<file path="src/rtl/serializer_sched_if.sv">
// rtl/serializer_sched_if.sv - requester and serializer signal bundle for serializer_sched
//
// Purpose: groups the requester handshake, the serializer-side lane signals and
// the status outputs of serializer_sched into one bundle.
// Ports (signals):
//   req_valid_i  [NUM_REQ]     requester i has a frame pending
//   req_data_i   [NUM_REQ*27]  frame of requester i at [27*i +: 27]
//   req_ready_o  [NUM_REQ]     one-hot accept strobe
//   sym_tick_i                 serializer symbol-boundary pulse
//   start_o                    serializer start pulse
//   frame_o      [27]          frame presented to the serializer
//   grant_id_o   [3]           owner of the current frame
//   busy_o                     frame in flight
//   err_o                      sticky watchdog error
// master: drives requests and ticks (requesters + serializer); slave: the scheduler.
interface serializer_sched_if #(
    parameter int NUM_REQ = 4
) ();
    logic [NUM_REQ-1:0]    req_valid_i;
    logic [NUM_REQ*27-1:0] req_data_i;
    logic [NUM_REQ-1:0]    req_ready_o;
    logic                  sym_tick_i;
    logic                  start_o;
    logic [26:0]           frame_o;
    logic [2:0]            grant_id_o;
    logic                  busy_o;
    logic                  err_o;

    modport master (
        output req_valid_i, req_data_i, sym_tick_i,
        input  req_ready_o, start_o, frame_o, grant_id_o, busy_o, err_o
    );

    modport slave (
        input  req_valid_i, req_data_i, sym_tick_i,
        output req_ready_o, start_o, frame_o, grant_id_o, busy_o, err_o
    );
endinterface

</file>
<file path="src/rtl/serializer_sched.sv">
// rtl/serializer_sched.sv - round-robin frame scheduler for the 27-bit symbol serializer
//
// Purpose: shares one serial lane between NUM_REQ requesters. A frame is
// accepted per grant, held on frame_o, start_o pulses once, then SYMS_PER_FRAME
// symbol ticks are counted before the lane is released. A watchdog aborts a
// frame whose ticks stall for TICK_TIMEOUT cycles and sets a sticky error.
// Ports:
//   clk_i  system clock
//   rst_i  synchronous reset, active-high
//   bus    serializer_sched_if.slave (requests, lane control, status)
module serializer_sched #(
    parameter int NUM_REQ        = 4,
    parameter int SYMS_PER_FRAME = 4,
    parameter int TICK_TIMEOUT   = 64
) (
    input  logic               clk_i,
    input  logic               rst_i,
    serializer_sched_if.slave  bus
);
    // Widths sized to hold the terminal count without wrapping.
    localparam int TCW = $clog2(SYMS_PER_FRAME + 1);
    localparam int WDW = $clog2(TICK_TIMEOUT + 1);
    localparam logic [TCW-1:0] TICK_LAST  = TCW'(SYMS_PER_FRAME - 1);
    localparam logic [WDW-1:0] WD_LAST    = WDW'(TICK_TIMEOUT - 1);
    localparam logic [26:0]    COMMA_FILL = {3{9'h13C}};

    typedef enum logic [1:0] {
        S_IDLE  = 2'd0,
        S_START = 2'd1,
        S_BUSY  = 2'd2
    } state_t;

    state_t             state_q, state_d;
    logic [26:0]        frame_q, frame_d;
    logic [2:0]         grant_q, grant_d;
    logic [2:0]         last_q, last_d;
    logic [TCW-1:0]     tick_q, tick_d;
    logic [WDW-1:0]     wd_q, wd_d;
    logic               err_q, err_d;
    logic [NUM_REQ-1:0] ready;

    logic               found;
    logic [2:0]         pick;
    logic [3:0]         idx;
    logic [26:0]        pick_data;

    // Round-robin pick: first valid requester searching upward from last+1.
    always_comb begin
        found     = 1'b0;
        pick      = '0;
        idx       = '0;
        pick_data = '0;
        for (int k = 1; k <= NUM_REQ; k++) begin
            idx = {1'b0, last_q} + 4'(k);
            if (idx >= 4'(NUM_REQ)) begin
                idx = idx - 4'(NUM_REQ);
            end
            for (int j = 0; j < NUM_REQ; j++) begin
                if (!found && idx == 4'(j) && bus.req_valid_i[j]) begin
                    found = 1'b1;
                    pick  = 3'(j);
                end
            end
        end
        for (int j = 0; j < NUM_REQ; j++) begin
            if (pick == 3'(j)) begin
                pick_data = bus.req_data_i[27*j +: 27];
            end
        end
    end

    always_ff @(posedge clk_i) begin
        if (rst_i) begin
            state_q <= S_IDLE;
            frame_q <= COMMA_FILL;
            grant_q <= '0;
            last_q  <= 3'(NUM_REQ - 1);
            tick_q  <= '0;
            wd_q    <= '0;
            err_q   <= 1'b0;
        end else begin
            state_q <= state_d;
            frame_q <= frame_d;
            grant_q <= grant_d;
            last_q  <= last_d;
            tick_q  <= tick_d;
            wd_q    <= wd_d;
            err_q   <= err_d;
        end
    end

    always_comb begin
        state_d = state_q;
        frame_d = frame_q;
        grant_d = grant_q;
        last_d  = last_q;
        tick_d  = tick_q;
        wd_d    = wd_q;
        err_d   = err_q;
        ready   = '0;
        unique case (state_q)
            S_IDLE: begin
                // Ready is masked during reset so no frame is handed over on
                // an edge that discards it.
                if (found && !rst_i) begin
                    for (int j = 0; j < NUM_REQ; j++) begin
                        ready[j] = (pick == 3'(j));
                    end
                    frame_d = pick_data;
                    grant_d = pick;
                    last_d  = pick;
                    state_d = S_START;
                end
            end
            S_START: begin
                tick_d  = '0;
                wd_d    = '0;
                state_d = S_BUSY;
            end
            S_BUSY: begin
                if (bus.sym_tick_i) begin
                    wd_d = '0;
                    if (tick_q == TICK_LAST) begin
                        state_d = S_IDLE;
                    end else begin
                        tick_d = tick_q + 1'b1;
                    end
                end else if (wd_q == WD_LAST) begin
                    err_d   = 1'b1;
                    frame_d = COMMA_FILL;
                    state_d = S_IDLE;
                end else begin
                    wd_d = wd_q + 1'b1;
                end
            end
            default: state_d = S_IDLE;
        endcase
    end

    assign bus.req_ready_o = ready;
    assign bus.start_o     = (state_q == S_START);
    assign bus.busy_o      = (state_q != S_IDLE);
    assign bus.frame_o     = frame_q;
    assign bus.grant_id_o  = grant_q;
    assign bus.err_o       = err_q;
endmodule

</file>
<file path="src/flat_wrapper.sv">
// flat-port wrapper written by rule: the top's interface ports become plain ports
module serializer_sched_flat 
#(
    parameter int NUM_REQ        = 4,
    parameter int SYMS_PER_FRAME = 4,
    parameter int TICK_TIMEOUT   = 64
)
  (clk_i, rst_i, bus_req_valid_i, bus_req_data_i, bus_sym_tick_i, bus_req_ready_o, bus_start_o, bus_frame_o, bus_grant_id_o, bus_busy_o, bus_err_o);
  serializer_sched_if #(.NUM_REQ(NUM_REQ)) bus_i ();
  input  logic clk_i;
  input  logic rst_i;
  input wire logic [$bits(bus_i.req_valid_i)-1:0] bus_req_valid_i;
  input wire logic [$bits(bus_i.req_data_i)-1:0] bus_req_data_i;
  input wire logic [$bits(bus_i.sym_tick_i)-1:0] bus_sym_tick_i;
  output wire logic [$bits(bus_i.req_ready_o)-1:0] bus_req_ready_o;
  output wire logic [$bits(bus_i.start_o)-1:0] bus_start_o;
  output wire logic [$bits(bus_i.frame_o)-1:0] bus_frame_o;
  output wire logic [$bits(bus_i.grant_id_o)-1:0] bus_grant_id_o;
  output wire logic [$bits(bus_i.busy_o)-1:0] bus_busy_o;
  output wire logic [$bits(bus_i.err_o)-1:0] bus_err_o;
  assign bus_i.req_valid_i = bus_req_valid_i;
  assign bus_i.req_data_i = bus_req_data_i;
  assign bus_i.sym_tick_i = bus_sym_tick_i;
  assign bus_req_ready_o = bus_i.req_ready_o;
  assign bus_start_o = bus_i.start_o;
  assign bus_frame_o = bus_i.frame_o;
  assign bus_grant_id_o = bus_i.grant_id_o;
  assign bus_busy_o = bus_i.busy_o;
  assign bus_err_o = bus_i.err_o;
  serializer_sched #(.NUM_REQ(NUM_REQ), .SYMS_PER_FRAME(SYMS_PER_FRAME), .TICK_TIMEOUT(TICK_TIMEOUT)) u_core (.clk_i(clk_i), .rst_i(rst_i), .bus(bus_i));
endmodule
</file>
<file path="config.mk">
export PLATFORM = sky130hd
export DESIGN_NAME = serializer_sched_flat
export DESIGN_NICKNAME = d
export VERILOG_FILES = /design/src/rtl/serializer_sched_if.sv /design/src/rtl/serializer_sched.sv /design/src/flat_wrapper.sv
export SDC_FILE = /design/constraint.sdc
export NUM_CORES = 1
export LEC_CHECK = 0
export ABC_AREA = 1
export CAP_MARGIN = 20
export CORE_MARGIN = 2
export CORE_UTILIZATION = 30
export DETAILED_ROUTE_END_ITERATION = 8
export GPL_ROUTABILITY_DRIVEN = 1
export SKIP_LAST_GASP = 1
export SYNTH_ARGS = -nofsm -noshare
export SYNTH_HDL_FRONTEND = slang
export SYNTH_SLANG_ARGS = --single-unit
export TNS_END_PERCENT = 10
</file>
<file path="constraint.sdc">
create_clock -name clk_i -period 5.7 [get_ports clk_i]
set_input_delay 1.425 -clock clk_i [delete_from_list [all_inputs] [get_ports clk_i]]
set_output_delay 1.425 -clock clk_i [all_outputs]
set_load 0.03 [all_outputs]
</file>
==> run_results.csv <==
group,metric,value,unit
floorplan,die_y,107,um
timing,timing.setup.tns,0,ps
timing,worst_slew_pin_slew,593,ps
logic_synthesis,synthFlopType,"dfxtp_1",
worst_setup_path,cp_max_fo,27,
worst_setup_path,cp_cell_sequence,"clkdlybuf4s50_1 > nand3_2 > nand3_2 > nor2_4 > nand4_4 > nor2_4 > nand4_4 > nor2_4 > nand3_4 > nand2_8 > inv_4 > nor2_1 > buf_4",
layout,final_util,0.463,
place,globalplace.congestion,0.842,
routing,antenna_left,0,
logic_synthesis,yosysTopAreaCellShare,0.277,
worst_setup_path,worst_r2r_endpoint,"u_core.bus.frame_o[1]",
timing,fmax,188,MHz
floorplan,die-area,11400,sq um
run,maxCapViolations,0,
logic_synthesis,synth-edff-count,0,
layout,fill_cells,1065,
worst_setup_path,worst-setup-path-type,"in -> out",
clock_network,htreeDepth,2,
layout,final_cells,774,
grt,antenna_found_initial,0,
logic_synthesis,synth.most_common_cell,"nand2_1",
logic_synthesis,synthTopCellsByArea,"dfxtp_1 28%, nand2_1 20%, nand3_1 7.2%",
grt,grt_usage,0.187,
logic_synthesis,ys_seq_area_frac,0.277,
min_path,min_to,"u_core.bus.err_o",
timing,setup_viol,0,
logic_synthesis,synth_cells,503,
logic_synthesis,synth_nets,624,
clock_network,clockBufferDepth,2,
timing,period_share,0.933,
floorplan,dieWidth,107,um
timing,hold_viol,0,
logic_synthesis,synth.distinct_cells,37,
clock_network,cts_root_buf,"clkbuf_8",
worst_setup_path,critPathCaptureType,"output port",
routing,vias,3680,
layout,syn_to_final_growth,50.5,%
min_path,worstHoldStart,"u_core.bus.err_o",
min_path,hold_path_class,"reg -> reg",
clock_network,clk_latency,290,ps
clock_network,cts_tree,"yes",
pwr,ir_drop,205,uV
logic_synthesis,syn_area,3180,sq um
clock_network,clkTransAtPathRegs,80,ps
logic_synthesis,synth_seq_cells,44,
layout,antenna_cells,0,
grt,grt_pass1_vias,3488,
worst_setup_path,cp_top_family,"simple AND/OR/NAND/NOR gates",
timing,hold_ws,456,ps
worst_setup_path,r2r_slack,2850,ps
layout,drive_gt1_frac,0.0690,
logic_synthesis,async_flop_share,0,
clock_network,numCtsBuffers,5,
timing,rsz0062_at_grt,"no",
worst_setup_path,slowest_delay,580,ps
worst_setup_path,start_kind,"primary input",
worst_setup_path,rr_worst_depth,17,
worst_setup_path,crit_arrival,3900,ps
floorplan,fp-row-count,37,
logic_synthesis,yosysTopAreaCell,"dfxtp_1",
timing,period_needed,5320,ps
place,dp.cells,767,
logic_synthesis,netlist_top_cells_count,"170 x nand2_1, 49 x inv_1, 46 x nand3_1",
place,place.port_buffers,150,
clock_network,clkSinkCount,44,
clock_network,ctsResizeCount,0,
floorplan,boundaryPins,152,
layout,nets,759,
worst_setup_path,crit_slowest_cell,"clkdlybuf4s50_1",
routing,dr.pass1.iters,5,
grt,grt_max_degree,34,
floorplan,core_area,10300,sq um
logic_synthesis,synth_area_per_cell,6.32,sq um
timing,finalClockSkew,5.86,ps
outcome,status,"finished, final reports clean",
floorplan,initial_core_util,0.308,
routing,first_iter_violations,181,
logic_synthesis,synth_warnings,0,
timing,max_slew_margin,0.603,
worst_setup_path,cp.required,4280,ps
clock_network,hold_buffers,0,
place,dp_hpwl,8460,um
worst_setup_path,cp_num_buf_inv,3,
pwr,p_per_area,484,nW/um^2
clock_network,post_cts_buffers,0,
worst_setup_path,cp_common_cell,"nor2_4",
routing,drt-total-wl,10900,um
timing,drv_slew,0,
routing,wl_per_cell,14.1,um
routing,viasPerCell,4.75,
pwr,leakagePower,2.07,nW
routing,drc,0,
min_path,holdPathStages,2,
worst_setup_path,r2r_start,"u_core.last_q[0]",
grt,grt-ovfl-total,0,
grt,grt_pass1_wl,17200,um
## cells in the final DEF, fill, tap and decap left out, types with 2 or more instances in the layout
cell             instances
a21oi_2                  5
nand3b_1                 8
nand3_1                 46
nor2_4                   3
o211ai_1                 2
nand4_4                  2
nand4_1                  8
nor2_8                   3
o21ai_0                 11
a21oi_1                 34
clkdlybuf4s50_1        146
clkbuf_8                 5
ha_1                     6
nor3_1                   9
buf_4                    5
nor2_2                   4
nand2_2                  3
nor2_1                  39
nand2_1                170
o21ai_1                 15
inv_2                    2
nand3_2                  3
nand2_4                  3
inv_1                   49
dfxtp_1                 44
## area by class of cell
cell class / count / area [sq um] / area share
Sequential cell: 44 / 881 / 0.184
Tap cell: 136 / 170 / 0.0356
Inverter: 53 / 201 / 0.0421
Timing Repair Buffer: 151 / 1500 / 0.313
Multi-Input combinational cell: 383 / 1950 / 0.408
Clock inverter: 1 / 5.00 / 0.00105
Clock buffer: 6 / 72.6 / 0.0152
## how the worst max path moves through the flow
| stage | from | end | depth (start not counted) |
|---|---|---|---|
| after floorplan | bus_req_valid_i[3] | bus_req_ready_o[0] | 12 |
| after global placement | bus_req_valid_i[3] | bus_req_ready_o[3] | 13 |
| after detailed placement | bus_req_valid_i[3] | bus_req_ready_o[3] | 13 |
| after CTS | bus_req_valid_i[3] | bus_req_ready_o[3] | 13 |
| after global routing | bus_req_valid_i[3] | bus_req_ready_o[3] | 13 |
| final | bus_req_valid_i[3] | bus_req_ready_o[3] | 13 |
## power breakdown
part	switching (mW)	leakage, nW	internal, mW
clock	0.105	0.0410	0.0836
combinational	1.09	1.67	0.577
sequential	0.0530	0.362	0.400
total	1.25	2.07	1.06
## cells by family (layout without fill, tap and decap cells)
kind of cell	count (synthesis)	count (layout)	share of synthesized area
simple gates	303	303	0.457
buf+inv	76	211	0.108
compound gates	71	71	0.128
flops	44	44	0.277
fa+ha+maj	6	6	0.0236
xor+xnor	2	2	0.00551
other cells	1	1	0.00118
## layer usage
metal  GRT usage  vias up  part of all wire
met4      0.0529        0             0.019
met3      0.0280       14             0.063
li1            -     1879                 -
met1       0.257     1652              0.46
met2       0.305      135              0.46
met5           0        -                 0
## worst min-delay path: stages, from the launching register on
cell and delay [ps]:
dfxtp_1 320, inv_1 50, a21oi_1 50
## metrics by stage
step / area [sq um] / worst slack [ps] / power [mW]
after floorplan: 3180 / 721 / 1.68
after global placement: 4700 / 512 / 2.12
after detailed placement: 4700 / 386 / 2.14
after CTS: 4780 / 379 / 2.34
after global routing: 4780 / 177 / 2.53
final: 4780 / 379 / 2.31
## state kept, by name, summed over array words and instances (netlist names)
| register | count |
|---|---|
| u_core.bus.err_o | 1 |
| u_core.bus.frame_o | 27 |
| u_core.bus.grant_id_o | 2 |
| u_core.last_q | 2 |
| u_core.state_q | 2 |
| u_core.tick_q | 3 |
| u_core.wd_q | 7 |
No activity file was read; power rests on OpenSTA's default activity.
